[src/rtl/spi_jtag_frame_decoder.sv]
// Decodes a framed bitstream shifted through a JTAG USER1 data register into
// SPI flash transactions: start marker, LSB-first bit length, then payload.
module spi_jtag_frame_decoder #(
  parameter int unsigned LEN_W = 16
) (
  input  logic drck,
  input  logic rstn,
  input  logic sel,
  input  logic capture,
  input  logic shift,
  input  logic update,
  input  logic tdi,
  output logic tdo,
  output logic csn,
  output logic sck_en,
  output logic sdi_dq0,
  input  logic sdo_dq1,
  output logic wpn_dq2,
  output logic hldn_dq3,
  output logic busy,
  output logic xfer_done,
  output logic aborted
);

  localparam int unsigned CNT_W = $clog2(LEN_W + 1);

  localparam logic [2:0] IDLE = 3'd0;
  localparam logic [2:0] HUNT = 3'd1;
  localparam logic [2:0] LEN  = 3'd2;
  localparam logic [2:0] XFER = 3'd3;
  localparam logic [2:0] TAIL = 3'd4;

  logic [2:0]       state, state_nxt;
  logic [LEN_W-1:0] len_reg, len_nxt;
  logic [LEN_W-1:0] remaining, remaining_nxt;
  logic [CNT_W-1:0] bit_cnt, bit_cnt_nxt;
  logic             csn_nxt, sck_en_nxt, sdi_nxt, tdo_nxt;
  logic             busy_nxt, done_nxt, abort_nxt;

  assign wpn_dq2  = 1'b1;
  assign hldn_dq3 = 1'b1;

  // State and registered outputs
  always_ff @(posedge drck or negedge rstn) begin
    if (!rstn) begin
      state     <= IDLE;
      len_reg   <= '0;
      remaining <= '0;
      bit_cnt   <= '0;
      csn       <= 1'b1;
      sck_en    <= 1'b0;
      sdi_dq0   <= 1'b0;
      tdo       <= 1'b0;
      busy      <= 1'b0;
      xfer_done <= 1'b0;
      aborted   <= 1'b0;
    end else begin
      state     <= state_nxt;
      len_reg   <= len_nxt;
      remaining <= remaining_nxt;
      bit_cnt   <= bit_cnt_nxt;
      csn       <= csn_nxt;
      sck_en    <= sck_en_nxt;
      sdi_dq0   <= sdi_nxt;
      tdo       <= tdo_nxt;
      busy      <= busy_nxt;
      xfer_done <= done_nxt;
      aborted   <= abort_nxt;
    end
  end

  // Next-state and output decode; sel=0 freezes everything but sck_en
  always_comb begin
    state_nxt     = state;
    len_nxt       = len_reg;
    remaining_nxt = remaining;
    bit_cnt_nxt   = bit_cnt;
    csn_nxt       = csn;
    sck_en_nxt    = 1'b0;
    sdi_nxt       = sdi_dq0;
    tdo_nxt       = tdo;
    done_nxt      = 1'b0;
    abort_nxt     = 1'b0;

    if (sel) begin
      case (state)
        IDLE: begin
          tdo_nxt = 1'b0;
          if (capture) state_nxt = HUNT;
        end
        HUNT: begin
          tdo_nxt = 1'b0;
          if (update) begin
            state_nxt = IDLE;
            csn_nxt   = 1'b1;
          end else if (shift && tdi) begin
            state_nxt   = LEN;
            bit_cnt_nxt = '0;
            len_nxt     = '0;
          end
        end
        LEN: begin
          tdo_nxt = 1'b0;
          if (update) begin
            state_nxt = IDLE;
            csn_nxt   = 1'b1;
          end else if (shift) begin
            len_nxt     = (len_reg >> 1) | (LEN_W'(tdi) << (LEN_W - 1));
            bit_cnt_nxt = bit_cnt + CNT_W'(1);
            if (bit_cnt == CNT_W'(LEN_W - 1)) begin
              if (len_nxt != '0) begin
                state_nxt     = XFER;
                csn_nxt       = 1'b0;
                remaining_nxt = len_nxt;
              end else begin
                state_nxt = TAIL;
              end
            end
          end
        end
        XFER: begin
          if (update) begin
            state_nxt = IDLE;
            csn_nxt   = 1'b1;
            tdo_nxt   = 1'b0;
            abort_nxt = 1'b1;
          end else if (shift) begin
            sdi_nxt       = tdi;
            sck_en_nxt    = 1'b1;
            tdo_nxt       = sdo_dq1;
            remaining_nxt = remaining - LEN_W'(1);
            // Last payload bit closes the flash transaction on the same edge
            if (remaining == LEN_W'(1)) begin
              state_nxt = TAIL;
              csn_nxt   = 1'b1;
              done_nxt  = 1'b1;
            end
          end
        end
        TAIL: begin
          tdo_nxt = 1'b0;
          if (update) state_nxt = IDLE;
        end
        default: begin
          state_nxt = IDLE;
          csn_nxt   = 1'b1;
          tdo_nxt   = 1'b0;
        end
      endcase
    end

    busy_nxt = (state_nxt != IDLE);
  end

endmodule

[config.mk]
export PLATFORM = sky130hd
export DESIGN_NAME = spi_jtag_frame_decoder
export DESIGN_NICKNAME = d
export VERILOG_FILES = /design/src/rtl/spi_jtag_frame_decoder.sv
export SDC_FILE = /design/constraint.sdc
export NUM_CORES = 1
export LEC_CHECK = 0
export BUFFER_PORTS_ARGS = -buffer_cell sky130_fd_sc_hd__buf_2
export CAP_MARGIN = 30
export CORE_AREA = 5 5 90 59
export DETAILED_ROUTE_END_ITERATION = 8
export DIE_AREA = 0 0 95 64
export GPL_TIMING_DRIVEN = 0
export PLACE_DENSITY = 0.87
export SLEW_MARGIN = 20
export SYNTH_ARGS = -nofsm -noshare
export SYNTH_HDL_FRONTEND = slang
export SYNTH_SLANG_ARGS = --single-unit
[constraint.sdc]
create_clock -name drck -period 2.6 [get_ports drck]
set_input_delay 0.26 -clock drck [delete_from_list [all_inputs] [get_ports drck]]
set_output_delay 0.26 -clock drck [all_outputs]
set_load 0.02 [all_outputs]
# --- Word level (Yosys, flattened, before mapping) ---
# Index checks and enable logic that the tools add are counted.
word_totals:
  reg_bits: 47
  latchBits: 0
  mem_bits_rw: 0
  inputBits: 8
  out_inout_bits: 9
  mem_count: 0
  rom_bits: 0
  word_cells: 102
classes:
  add_sub_neg: 2
  n_eq_ne: 20
  div_mod_pow: 0
  shift: 0
  reduce_logical: 12
  order_cmp: 0
  muxes: 54
  bitwise_logic: 3
  n_mul: 0
op_table:
  columns: ["operator", "count"]
  rows:
  - ["$mux 16", 10]
  - ["$pmux 16 s2", 2]
  - ["$mux 3", 12]
  - ["$mux 1", 23]
  - ["$mux 5", 4]
  - ["$ne 2x2->1 const B", 9]
  - ["$eq 16x1->1 const B", 1]
  - ["$or 15x16->16", 1]
  - ["$reduce_and 8->1", 2]
  - ["$reduce_bool 16->1", 1]
  - ["$sub 16x1->16 const B", 1]
  - ["$ne 3x3->1 const B", 5]
  - ["$pmux 3 s5", 1]
  - ["$pmux 5 s2", 1]
  - ["$eq 3x2->1 const B", 2]
  - ["$reduce_and 6->1", 1]
  - ["$add 5x1->5 const B", 1]
  - ["$eq 5x4->1 const B", 1]
  - ["$pmux 1 s4", 1]
  - ["$reduce_and 4->1", 1]
  - ["$reduce_bool 2->1", 2]
  - ["$eq 3x1->1 const B", 1]
  - ["$eq 3x3->1 const B", 1]
  - ["$logic_not 3->1", 1]
  - ["other kinds (5)", 6]

# --- Longest topological paths before layout ---
logic_depth:
  word_depth: 9
  mapped_depth: 9
  depth_no_buf: 8

# --- Worst setup path before layout ---
# OpenSTA, ideal clock, no wires.
synth_timing:
  kind: "reg-to-reg"
  startpoint: "reg bit_cnt[0]"
  endpoint: "reg busy"
  n_path_buf: 0
  path_slack_ps: 668
  stages_incl_launch_ff: 9
  synth_period_minus_slack_ps: 1932
  arrival_ps: 1794
  path_cell_list: "dfrtp_1 -> ha_1 -> and3_1 -> ha_1 -> o21ai_0 -> o21ai_0 -> and2_1 -> a2bb2oi_1 -> nand4_1"
synth_via:
  elab_chain_cells: 7
synth_rtl:
  columns: ["element", "line_no", "rtl"]
  rows:
  - ["from (decl)", "36", "logic [CNT_W-1:0] bit_cnt, bit_cnt_nxt;"]
  - ["from (signal assigned)", "61", "bit_cnt <= bit_cnt_nxt;"]
  - ["$eq 5x4->1", "110", "if (bit_cnt == CNT_W'(LEN_W - 1)) begin"]
  - ["$mux 3", "110", null]
  - ["$mux 3", "107", "end else if (shift) begin"]
  - ["$mux 3", "104", "if (update) begin"]
  - ["$pmux 3 s5", "86", "case (state)"]
  - ["$mux 3", "85", "if (sel) begin"]
  - ["$reduce_bool 3->1", "152", "busy_nxt = (state_nxt != IDLE);"]
  - ["net busy_nxt", "38", "logic busy_nxt, done_nxt, abort_nxt;"]
  - ["to (signal assigned)", "66", "busy <= busy_nxt;"]
  - ["to (decl)", "20", "output logic busy,"]
# The timed path passes the listed nets, and every way through them passes these cells.
# A chain may end at the register's enable or synchronous reset.

# --- Final worst setup path ---
layout_timing:
  startpoint: "reg bit_cnt[0]"
  endpoint: "reg remaining[10]"
layout_via:
  elab_chain_cells: 3
layout_rtl:
  columns: ["element", "line_no", "rtl"]
  rows:
  - ["$eq 5x4->1", "110", null]
  - ["$ne 2x2->1 (no source line)", null, null]
  - ["$reduce_and 8->1 (no source line)", null, null]
  - ["to (signal assigned)", "60", "remaining <= remaining_nxt;"]
  - ["to (decl)", "35", "logic [LEN_W-1:0] remaining, remaining_nxt;"]
# Every way passes these cells.

==> flow_metrics.py <==
metrics = {
    "setup_path": {
        "crit_path_frequent_cell": "o21ai_0",
        "reg2reg_setup_slack_ps": 290,
        "arrival_ps": 2500,
        "slowest_delay_ps": 390,
        "r2r_cells": 8,
        "path_delay_family": "compound AO/OA/AOI/OAI gates",
        "critPathCaptureType": "register",
        "worstSetupPathType": "reg -> reg",
        "critical_path_peak_fanout": 5,
        "required_ps": 2790,
        "crit_path_cell_trace": "ha_1 -> and3_1 -> ha_1 -> o21ai_0 -> o21ai_0 -> and2_1 -> o21ai_0 -> o21ai_0",
        "crit_buf_inv": 0,
        "start_kind": "register",
        "reg2reg_from": "bit_cnt[0]$_DFFE_PN0P_",
        "crit_slowest_cell": "dfrtp_1",
        "timing.rr.end": "remaining[10]$_DFFE_PN0P_",
    },
    "final_layout": {
        "area_delta_synth_final_pct": 11.2,
        "nets": 331,
        "fin_area_sq_um": 2820,
        "antenna_cells": 0,
        "largest_register_ffs": 16,
        "drive_gt1_frac": 0.128,
    },
    "floorplanning": {
        "start_util": 0.579,
        "num_rows": 19,
        "num_io_pins": 17,
        "die_y_um": 64,
        "die_area_sq_um": 6080,
        "die_w_um": 95,
        "core_area_sq_um": 4370,
    },
    "sta": {
        "finalSetupViolations": 0,
        "finalCriticalPeriod_ps": 2310,
        "worst_slack_ps": 289,
        "clock_skew_ps": 5.29,
        "min_period_over_period": 0.889,
        "hold_viol": 0,
        "slew_viol_final": 0,
        "rsz0062_at_grt": "no",
        "whs_ps": 226,
        "tightest_slew_ps": 536,
        "clock.fmax_ghz": 0.433,
        "slew-limit-headroom": 0.640,
        "final.setup.tns_ps": 0,
    },
    "worst_hold_path": {
        "worst_hold_path_type": "in -> reg",
        "hp-start": "sdo_dq1",
        "min_to": "tdo$_DFFE_PN0P_",
        "holdPathStages": 3,
    },
    "logic_synthesis": {
        "yosys.cell_count.top_type": "nand2_1",
        "synth_area_leaders": "dfrtp_1 44%, o21ai_0 8.5%, nand2_1 7.1%",
        "yosys_warnings": 0,
        "syn-cell-area_sq_um": 2530,
        "syn_inst": 296,
        "synth_enable_flop_cells": 0,
        "yosys.area.top_type_share": 0.444,
        "synth.distinct_cells": 48,
        "yosysSeqAreaShare": 0.455,
        "ys.flop_type": "dfrtp_1",
        "async_flop_share": 1.00,
        "synth.avg_cell_area_sq_um": 8.56,
        "netlist_top_cells_count": "48 x nand2_1, 45 x dfrtp_1, 43 x o21ai_0",
        "synth_largest_area_cell": "dfrtp_1",
        "ys_seq_elements": 46,
    },
    "placed_design": {
        "post-place-ws_ps": 381,
        "numPortBuffers": 12,
        "detailed_place_hpwl_um": 5070,
        "placed_area_sq_um": 2700,
        "finalWeightedCongestion": 1.00,
    },
    "drt": {
        "drt_wl_total_um": 6880,
        "avgRoutedWirePerCell_um": 18.0,
        "ant_nets": 0,
        "dr.pass1.iters": 6,
        "dr.first_iter.drc_count": 276,
        "drc_errors": 0,
        "viasPerCell": 6.27,
        "via_count": 2402,
    },
    "clock_network": {
        "post_cts_buffers": 0,
        "cts_root_buffer": "clkbuf_8",
        "path_clk_slew_ps": 90,
        "cts.path.max_buffers": 2,
        "cts_tree": "yes",
        "numCtsBuffers": 5,
        "clock_sinks": 46,
        "clk-insertion-delay-late_ps": 310,
        "htree_levels": 2,
    },
    "power": {
        "leakage_uw": 0.00121,
        "p_per_area_nw_per_um2": 1020,
        "power.total_uw": 2890,
        "vdd_drop_max_uv": 581,
    },
    "grt": {
        "grt_max_degree": 28,
        "grt_pass1_vias": 2137,
        "grt_pass1_wl_um": 11100,
        "overflow": 0,
        "grt_use_total": 0.238,
        "antenna_found_initial": 0,
    },
    "run_status": {
        "status": "finished clean",
    },
    "flow_run": {
        "cap_violations": 0,
    },
}
## cell usage in the layout, fill, tap and decap left out, types with 5 or more instances in the layout
cell type / count
a21oi_1: 16
a22oi_1: 5
buf_2: 19
buf_4: 5
clkbuf_1: 10
clkbuf_8: 5
dfrtp_1: 45
inv_1: 9
nand2_1: 48
nand2b_1: 5
nand3_1: 7
nor2_1: 18
nor3_1: 12
nor4_1: 8
o21ai_0: 43
o31ai_1: 5
## worst max-delay path by stage
stage,from,to,depth (start not counted)
after floorplan,bit_cnt[0]$_DFFE_PN0P_,busy$_DFF_PN0_,8
after global placement,bit_cnt[0]$_DFFE_PN0P_,busy$_DFF_PN0_,8
after CTS,bit_cnt[0]$_DFFE_PN0P_,remaining[10]$_DFFE_PN0P_,8
final,bit_cnt[0]$_DFFE_PN0P_,remaining[10]$_DFFE_PN0P_,8
after detailed placement,bit_cnt[0]$_DFFE_PN0P_,remaining[10]$_DFFE_PN0P_,8
after global routing,bit_cnt[0]$_DFFE_PN0P_,remaining[10]$_DFFE_PN0P_,8
## tightest hold or removal path, delay by kind of cell
family | cells | cell delay (ps)
buffers and inverters | 1 | 110
AOI/OAI and AO/OA | 1 | 60
and+or+nand+nor | 1 | 70
## final cells by class
| class | instances | area, sq um |
|---|---|---|
| Fill cell | 388 | 1560 |
| Multi-Input combinational cell | 222 | 1250 |
| Sequential cell | 46 | 1150 |
| Buffer | 20 | 103 |
| Timing Repair Buffer | 15 | 95.1 |
| Tap cell | 63 | 78.8 |
| Clock buffer | 7 | 76.3 |
| Inverter | 9 | 33.8 |
| Clock inverter | 1 | 30.0 |
## routing by layer
layer	wire length, um	track usage	up-vias
li1	-	-	1100
met1	3330	0.373	1159
met2	2870	0.336	133
met3	619	0.0481	10
met4	67	0.0540	0
met5	0	0	-
## power by group
part / total, uW / internal [uW] / switching [uW]
sequential: 1130 / 906 / 222
combinational: 1230 / 442 / 785
clock: 533 / 288 / 245
total: 2890 / 1640 / 1250
## timing repair
action / CTS / global route
hold buffers: 1 / 0
setup endpoints to repair: 0 / 0
gates resized for setup: 0 / 0
hold endpoints to repair: 19 / 0
## per-stage QoR
step	cells	util
floorplan	297	-
global placement	372	0.612
detailed placement	373	0.616
CTS	382	0.643
global route	383	0.644
finish	383	0.644
## kinds of logic after synthesis
family	synth area share
DFF	0.455
muxes	0.00444
AOI/OAI and AO/OA	0.230
adders and majority gates	0.0198
and+or+nand+nor	0.236
other	0.00148
buffers and inverters	0.0538
No activity file was read; power rests on OpenSTA's default activity.
